File: src/rtl/conv_pkg.sv
// Shared types and defaults for the sliding-window convolution controller.
// Latency: none (declarations only).
// Backpressure: none (declarations only).
package conv_pkg;

    // Frame sequencing states
    typedef enum logic [1:0] {
        IDLE  = 2'd0,
        RUN   = 2'd1,
        DRAIN = 2'd2
    } state_t;

    localparam int DEF_IMAGE_WIDTH  = 28;
    localparam int DEF_KERNEL_WIDTH = 5;

    // Bits needed to hold 0..width-1; never narrower than one bit
    function automatic int cw_of(input int width);
        return (width > 1) ? $clog2(width) : 1;
    endfunction

endpackage

File: src/rtl/conv_window_ctrl_valid_delay.sv
// Fixed-depth 2-bit delay line carrying {complete, last} window flags.
// Latency: DEPTH cycles from din to dout.
// Backpressure: none; shifts every clock, flush clears all stages synchronously.
module valid_delay #(
    parameter int DEPTH = 2
) (
    input  logic       clk,
    input  logic       reset,
    input  logic       flush,
    input  logic [1:0] din,
    output logic [1:0] dout
);

    logic [DEPTH-1:0][1:0] pipe;

    // Shift the flags one stage per clock; flush drops everything in flight
    always_ff @(posedge clk or posedge reset) begin
        if (reset) begin
            pipe <= '0;
        end else if (flush) begin
            pipe <= '0;
        end else begin
            pipe[0] <= din;
            for (int i = 1; i < DEPTH; i++) begin
                pipe[i] <= pipe[i-1];
            end
        end
    end

    assign dout = pipe[DEPTH-1];

endmodule

File: src/rtl/conv_window_ctrl.sv
// Frame sequencer for the convolution datapath: accepts raster pixels, tracks row/col, flags complete windows.
// Latency: win_valid/win_last trail the accepting shift_en by PIPE_LAT cycles; done PIPE_LAT+1 after the last pixel.
// Backpressure: in_ready only in RUN; the shift chains cannot stall, so in_valid low in RUN aborts the frame (err).
// Optional build macro CONV_STRIDE2_EN: emit only every second window in both directions.
module conv_window_ctrl
    import conv_pkg::*;
#(
    parameter  int IMAGE_WIDTH  = DEF_IMAGE_WIDTH,
    parameter  int KERNEL_WIDTH = DEF_KERNEL_WIDTH,
    parameter  int PIPE_LAT     = 2,
    localparam int CW           = cw_of(IMAGE_WIDTH)
) (
    input  logic          clk,
    input  logic          reset,
    input  logic          start,
    input  logic          in_valid,
    output logic          in_ready,
    output logic          shift_en,
    output logic [CW-1:0] row,
    output logic [CW-1:0] col,
    output logic          win_valid,
    output logic          win_last,
    output logic          busy,
    output logic          done,
    output logic          err
);

    localparam int DW = cw_of(PIPE_LAT);

    localparam logic [CW-1:0] LAST_IDX = CW'(IMAGE_WIDTH - 1);
    localparam logic [CW-1:0] K_M1     = CW'(KERNEL_WIDTH - 1);
`ifdef CONV_STRIDE2_EN
    // Final emitted window sits on the last even offset from the first window
    localparam int LAST_WIN_I = (KERNEL_WIDTH - 1) + 2 * ((IMAGE_WIDTH - KERNEL_WIDTH) / 2);
`else
    localparam int LAST_WIN_I = IMAGE_WIDTH - 1;
`endif
    localparam logic [CW-1:0] LAST_WIN = CW'(LAST_WIN_I);

    state_t        state;
    state_t        state_nxt;
    logic [CW-1:0] row_q;
    logic [CW-1:0] col_q;
    logic [DW-1:0] drain_q;
    logic          done_nxt;
    logic          err_nxt;
    logic          run_entry;
    logic          underrun;
    logic          win_cmp;
    logic          win_lst;
    logic [1:0]    dly_out;

    // Next state, handshake and completion pulses
    always_comb begin
        state_nxt = state;
        done_nxt  = 1'b0;
        err_nxt   = 1'b0;
        run_entry = 1'b0;
        underrun  = 1'b0;
        in_ready  = 1'b0;
        case (state)
            IDLE: begin
                // err high means the frame just aborted; a start here is dropped
                if (start && !err) begin
                    state_nxt = RUN;
                    run_entry = 1'b1;
                end
            end
            RUN: begin
                in_ready = 1'b1;
                if (!in_valid) begin
                    underrun  = 1'b1;
                    err_nxt   = 1'b1;
                    state_nxt = IDLE;
                end else if (row_q == LAST_IDX && col_q == LAST_IDX) begin
                    state_nxt = DRAIN;
                end
            end
            DRAIN: begin
                if (drain_q == DW'(PIPE_LAT - 1)) begin
                    state_nxt = IDLE;
                    done_nxt  = 1'b1;
                end
            end
            default: begin
                state_nxt = IDLE;
            end
        endcase
    end

    assign shift_en = in_valid & in_ready;

    // State register and registered done/err pulses
    always_ff @(posedge clk or posedge reset) begin
        if (reset) begin
            state <= IDLE;
            done  <= 1'b0;
            err   <= 1'b0;
        end else begin
            state <= state_nxt;
            done  <= done_nxt;
            err   <= err_nxt;
        end
    end

    // Count cycles spent in DRAIN so the MAC pipe empties before done
    always_ff @(posedge clk or posedge reset) begin
        if (reset) begin
            drain_q <= '0;
        end else if (state != DRAIN) begin
            drain_q <= '0;
        end else begin
            drain_q <= drain_q + DW'(1);
        end
    end

    // Raster position of the next pixel to be accepted
    always_ff @(posedge clk or posedge reset) begin
        if (reset) begin
            row_q <= '0;
            col_q <= '0;
        end else if (run_entry || underrun) begin
            row_q <= '0;
            col_q <= '0;
        end else if (shift_en) begin
            if (col_q == LAST_IDX) begin
                col_q <= '0;
                row_q <= row_q + CW'(1);
            end else begin
                col_q <= col_q + CW'(1);
            end
        end
    end

    assign row = row_q;
    assign col = col_q;

`ifdef CONV_STRIDE2_EN
    logic [CW-1:0] row_off;
    logic [CW-1:0] col_off;
    assign row_off = row_q - K_M1;
    assign col_off = col_q - K_M1;
`endif

    // Window is complete once the kernel fully overlaps the image
    always_comb begin
        win_cmp = shift_en && (row_q >= K_M1) && (col_q >= K_M1);
`ifdef CONV_STRIDE2_EN
        win_cmp = win_cmp && !row_off[0] && !col_off[0];
`endif
        win_lst = win_cmp && (row_q == LAST_WIN) && (col_q == LAST_WIN);
    end

    valid_delay #(
        .DEPTH (PIPE_LAT)
    ) u_valid_delay (
        .clk   (clk),
        .reset (reset),
        .flush (underrun),
        .din   ({win_cmp, win_lst}),
        .dout  (dly_out)
    );

    assign win_valid = dly_out[1];
    assign win_last  = dly_out[0];

    // done is emitted from IDLE, so it is folded in to keep busy high through it
    assign busy = (state != IDLE) || done;

endmodule

File: config.mk
export PLATFORM = sky130hd
export DESIGN_NAME = conv_window_ctrl
export DESIGN_NICKNAME = d
export VERILOG_FILES = /design/src/rtl/conv_pkg.sv /design/src/rtl/conv_window_ctrl_valid_delay.sv /design/src/rtl/conv_window_ctrl.sv
export SDC_FILE = /design/constraint.sdc
export NUM_CORES = 1
export LEC_CHECK = 0
export CAP_MARGIN = 5
export CORE_MARGIN = 2
export CORE_UTILIZATION = 45
export DETAILED_ROUTE_END_ITERATION = 10
export PLACE_DENSITY = 0.78
export SKIP_CTS_REPAIR_TIMING = 1
export SLEW_MARGIN = 30
export SYNTH_ARGS = -nofsm -noshare
export SYNTH_HDL_FRONTEND = slang
export SYNTH_HIERARCHICAL = 1
export SYNTH_SLANG_ARGS = --single-unit
File: constraint.sdc
create_clock -name clk -period 3 [get_ports clk]
set_input_delay 0.3 -clock clk [delete_from_list [all_inputs] [get_ports clk]]
set_output_delay 0.3 -clock clk [all_outputs]
set_load 0.01 [all_outputs]
Word-level counts from Yosys, hierarchy flattened --
Cells that the tools add are included.
Operators by class: $add $sub $neg 3, $lt $le $gt $ge 2, equality and inequality tests 8, multiplexer cells 20, bitwise logic cells 1, reductions and logical operators 15
Operators by type and width (count):
- $mux W5 | 6
- $add A5 B1 Y5 const B | 2
- $eq A5 B5 Y1 const B | 2
- $ge A5 B3 Y1 const B | 2
- $mux W1 | 8
- $mux W2 | 4
- $logic_and A1 B1 Y1 | 6
- $ne A2 B2 Y1 const B | 3
- $pmux W2 S3 | 1
- $reduce_bool A2 Y1 | 3
- $mux W4 | 1
- $ne A3 B3 Y1 const B | 1
- $reduce_and A3 Y1 | 1
- $eq A2 B1 Y1 const B | 1
- $eq A2 B2 Y1 const B | 1
- $logic_not A2 Y1 | 1
- $logic_or A1 B1 Y1 | 2
- $reduce_and A2 Y1 | 1
- $add A1 B1 Y1 const B | 1
- $and A1 B1 Y1 | 1
- $logic_not A1 Y1 | 1
Word-level totals: register bits 19, bits of input ports 4, output and inout port bits 17, word-level logic and storage cells 57

Longest topological paths before layout --
depth in word-level cells 8, gate-level depth with buffers 5

Modules after synthesis --
The synthesis kept the hierarchy.
By module, submodules not included:
- conv_window_ctrl | instances 1, cells each 92, area each 815.8 sq um
- valid_delay | instances 1, cells each 11, area each 143.9 sq um

Worst setup path after synthesis --
OpenSTA, ideal clock, no wires.
path type register to register, from reg col_q[0], in the netlist col[0], to reg row_q[1], in the netlist row[1], library setup time 0.141 ns, data arrival time 1.406 ns, data required time 2.859 ns, path slack 1.452 ns, stages on the path, launching flop included 5, buffers on the path 0, path through dfrtp_1 ha_1 and4b_2 o221ai_1 o21ai_0
On the way: longest elaborated chain between the ends 3
RTL lines:
- start, declared | line conv_window_ctrl.sv:43 | logic [CW-1:0] col_q;
- start signal, assigned | line conv_window_ctrl.sv:130 | col_q <= col_q + CW'(1);
- $eq A5 B5 Y1 | line conv_window_ctrl.sv:126 | if (col_q == LAST_IDX) begin
- $reduce_bool A2 Y1 (no line)
- $reduce_and A2 Y1 (no line)
- end signal, assigned | line conv_window_ctrl.sv:128 | row_q <= row_q + CW'(1);
- end, declared | line conv_window_ctrl.sv:42 | logic [CW-1:0] row_q;
Every way passes these cells. A chain may end at the register's enable or synchronous reset.

Worst setup path in the final report --
from reg state[0], to out shift_en
On the way: longest elaborated chain between the ends 3
RTL lines:
- start, declared | line conv_window_ctrl.sv:40 | state_t state;
- start signal, assigned | line conv_window_ctrl.sv:100 | state <= state_nxt;
- $eq A2 B1 Y1 | line conv_window_ctrl.sv:61 | case (state)
- $mux W1 | line conv_window_ctrl.sv:61
- $and A1 B1 Y1 | line conv_window_ctrl.sv:91 | assign shift_en = in_valid & in_ready;
- end, declared | line conv_window_ctrl.sv:18 | output logic shift_en,
Every way passes these cells.

==> out/qor.yml <==
ys_warn_count: 6
path_class: "flop to primary output"
fill_cells: 177
syn_area_per_cell_sq_um: 9.32
peakVddDrop_v: 0.000188
cpPeakStageDelay_ns: 0.56
place.gp.congestion: 0.768
fmax_ghz: 0.464
timing.critical_path.from: "state[0]$_DFFE_PP0P_"
clkSinkCount: 19
hold_slack_ns: 0.208
clock_skew_ns: 0.00132
leakagePower_nw: 0.529
die_w_microns: 50.2
dieArea_sq_um: 2520
antenna_found_initial: 0
area_growth_pct: 25.8
postSynthCellCount: 103
final_max_slew_viol_count: 0
die_h_microns: 50.2
postLayoutCoreUtil: 0.609
cts-root-buf: "clkbuf_4"
synth_top_cell_by_area: "dfrtp_1"
synth_area_sq_um: 960
critPathArrivalTime_ns: 1.86
period_minus_slack_ns: 2.16
outcome: "complete, no violations"
r2r_cells: 5
drt_iter0_drc: 13
post-route-period-util: 0.719
finalHoldViolCount: 0
diodes: 0
io_pins: 21
ant_nets: 0
grt_max_degree: 16
ys_top_cells_by_count: "dfrtp_1 (19), inv_1 (11), nand2_1 (10), o21ai_0 (9), nor2b_1 (8)"
dr_total_vias: 784
synth_cell_type_count: 26
vias_per_cell: 5.16
synth_nets: 111
grt_overflow: 0
worstPathMaxFanout: 12
dominantRegCellSynth: "dfrtp_1"
setup_viol: 0
drt-total-wl_mm: 1.85
clk_latency_ns: 0.29
yosysTopAreaCellShare: 0.495
core_sq_um: 1980
grt_pass1_vias: 738
track_usage: 0.173
finalNetCount: 134
rsz0062_at_grt: "false"
crit_buf_inv: 2
layout-drive-gt1-share: 0.0640
power.density_nw_per_um2: 434
synth-async-reset-ratio: 1.00
drc: 0
cp_cell_sequence: "nor2b_1, nand2_1, inv_1, clkdlybuf4s50_1"
cp-start-kind: "flop"
numCtsBuffers: 3
synth-seq-cells: 19
timing.rr.end: "row[2]$_DFFE_PP0P_"
cts_tree: "done"
first_pass_iters: 4
synthTopCellsByArea: "dfrtp_1 (50%), ha_1 (5.2%), nor2b_1 (5.2%), o21ai_0 (4.7%), inv_1 (4.3%)"
end_kind: "primary output"
initial_core_util: 0.484
dp_hpwl_mm: 1.37
slowest_stage: "dfrtp_1"
synth_enable_flop_cells: 0
ys_seq_area_frac: 0.495
port_buffers: 20
row_count: 16
drt-wirelength-per-cell_microns: 12.2
cap_violations: 0
setup_ws_ns: 0.844
cts_max_path_buffers: 2
dp_slack_ns: 1.04
grt_pass1_wl_mm: 3.27
hp-class: "input port to async pin"
h-tree-depth: 1
tns_ns: 0
finalPower_mw: 0.524
clk_pin_slew_ns: 0.10
synth_most_common_cell: "dfrtp_1"
relSlewSlack: 0.626
r2r-start: "col[0]$_DFFE_PP0P_"
cpLargestDelayFamily: "buffers and inverters"
worstMarginPinSlew_ns: 0.560
cp.required_ns: 2.70
rrSetupSlack_ns: 1.21
-- where the power goes --
group | leakage [nW] | total, mW | internal, mW | switching (mW)
combinational | 0.252 | 0.114 | 0.0539 | 0.0604
sequential | 0.262 | 0.286 | 0.267 | 0.0198
clock | 0.0150 | 0.124 | 0.0517 | 0.0721
total | 0.529 | 0.524 | 0.372 | 0.152
-- per-stage QoR --
stage | instances | cell area [sq um]
6_report | 152 | 1210
5_1_grt | 152 | 1210
4_1_cts | 152 | 1210
3_5_place_dp | 148 | 1180
3_3_place_gp | 148 | 1180
2_1_floorplan | 103 | 960
-- kinds of logic after synthesis --
kind of cell	share of synthesized area
buf+inv	0.0639
compound gates	0.116
simple gates	0.272
fa+ha+maj	0.0522
flops	0.495
-- placed cells by master (no fill, tap or decap), types with 2 or more instances in the layout --
cell type / Yosys / layout
ha_1: 4 / 4
inv_1: 11 / 11
o21ai_1: 4 / 4
nand2b_1: 3 / 3
or3_1: 3 / 3
clkbuf_4: 0 / 3
nor2_1: 5 / 5
clkdlybuf4s50_1: 0 / 20
nand3_1: 4 / 4
nor2b_1: 8 / 8
o21ai_0: 9 / 9
nor3_1: 5 / 5
dfrtp_1: 19 / 19
nand2_1: 10 / 10
nor3b_1: 2 / 2
a21oi_1: 3 / 3
-- routing by layer --
layer | wire, microns | vias to the layer above | part of all wire | GRT usage
met3 | 73 | 4 | 0.039 | 0.0446
li1 | - | 393 | - | -
met2 | 833 | 18 | 0.45 | 0.259
met4 | 24 | 0 | 0.013 | 0.0694
met5 | 0 | - | 0 | 0
met1 | 922 | 369 | 0.50 | 0.238
-- flip-flops by register name (all words and copies together), names as in the netlist --
register / cells
drain_q: 1
u_valid_delay/dout: 2
state: 2
done: 1
row: 5
err: 1
col: 5
u_valid_delay/pipe: 2
-- final cells by class --
type | count | area [sq um] | area share
Timing Repair Buffer | 21 | 208 | 0.172
Multi-Input combinational cell | 70 | 423 | 0.350
Clock buffer | 4 | 26.3 | 0.0218
Sequential cell | 19 | 475 | 0.394
Inverter | 11 | 41.3 | 0.0342
Tap cell | 27 | 33.8 | 0.0280
-- worst max path at each step --
| stage | cells past startpoint | end | slack (ns) |
|---|---|---|---|
| floorplan | 4 | row[1]$_DFFE_PP0P_ | 1.45 |
| global placement | 4 | shift_en | 1.06 |
| detailed placement | 4 | shift_en | 1.04 |
| CTS | 4 | shift_en | 0.85 |
| global route | 4 | shift_en | 0.74 |
| finish | 4 | shift_en | 0.84 |
No activity file was read; power rests on OpenSTA's default activity.
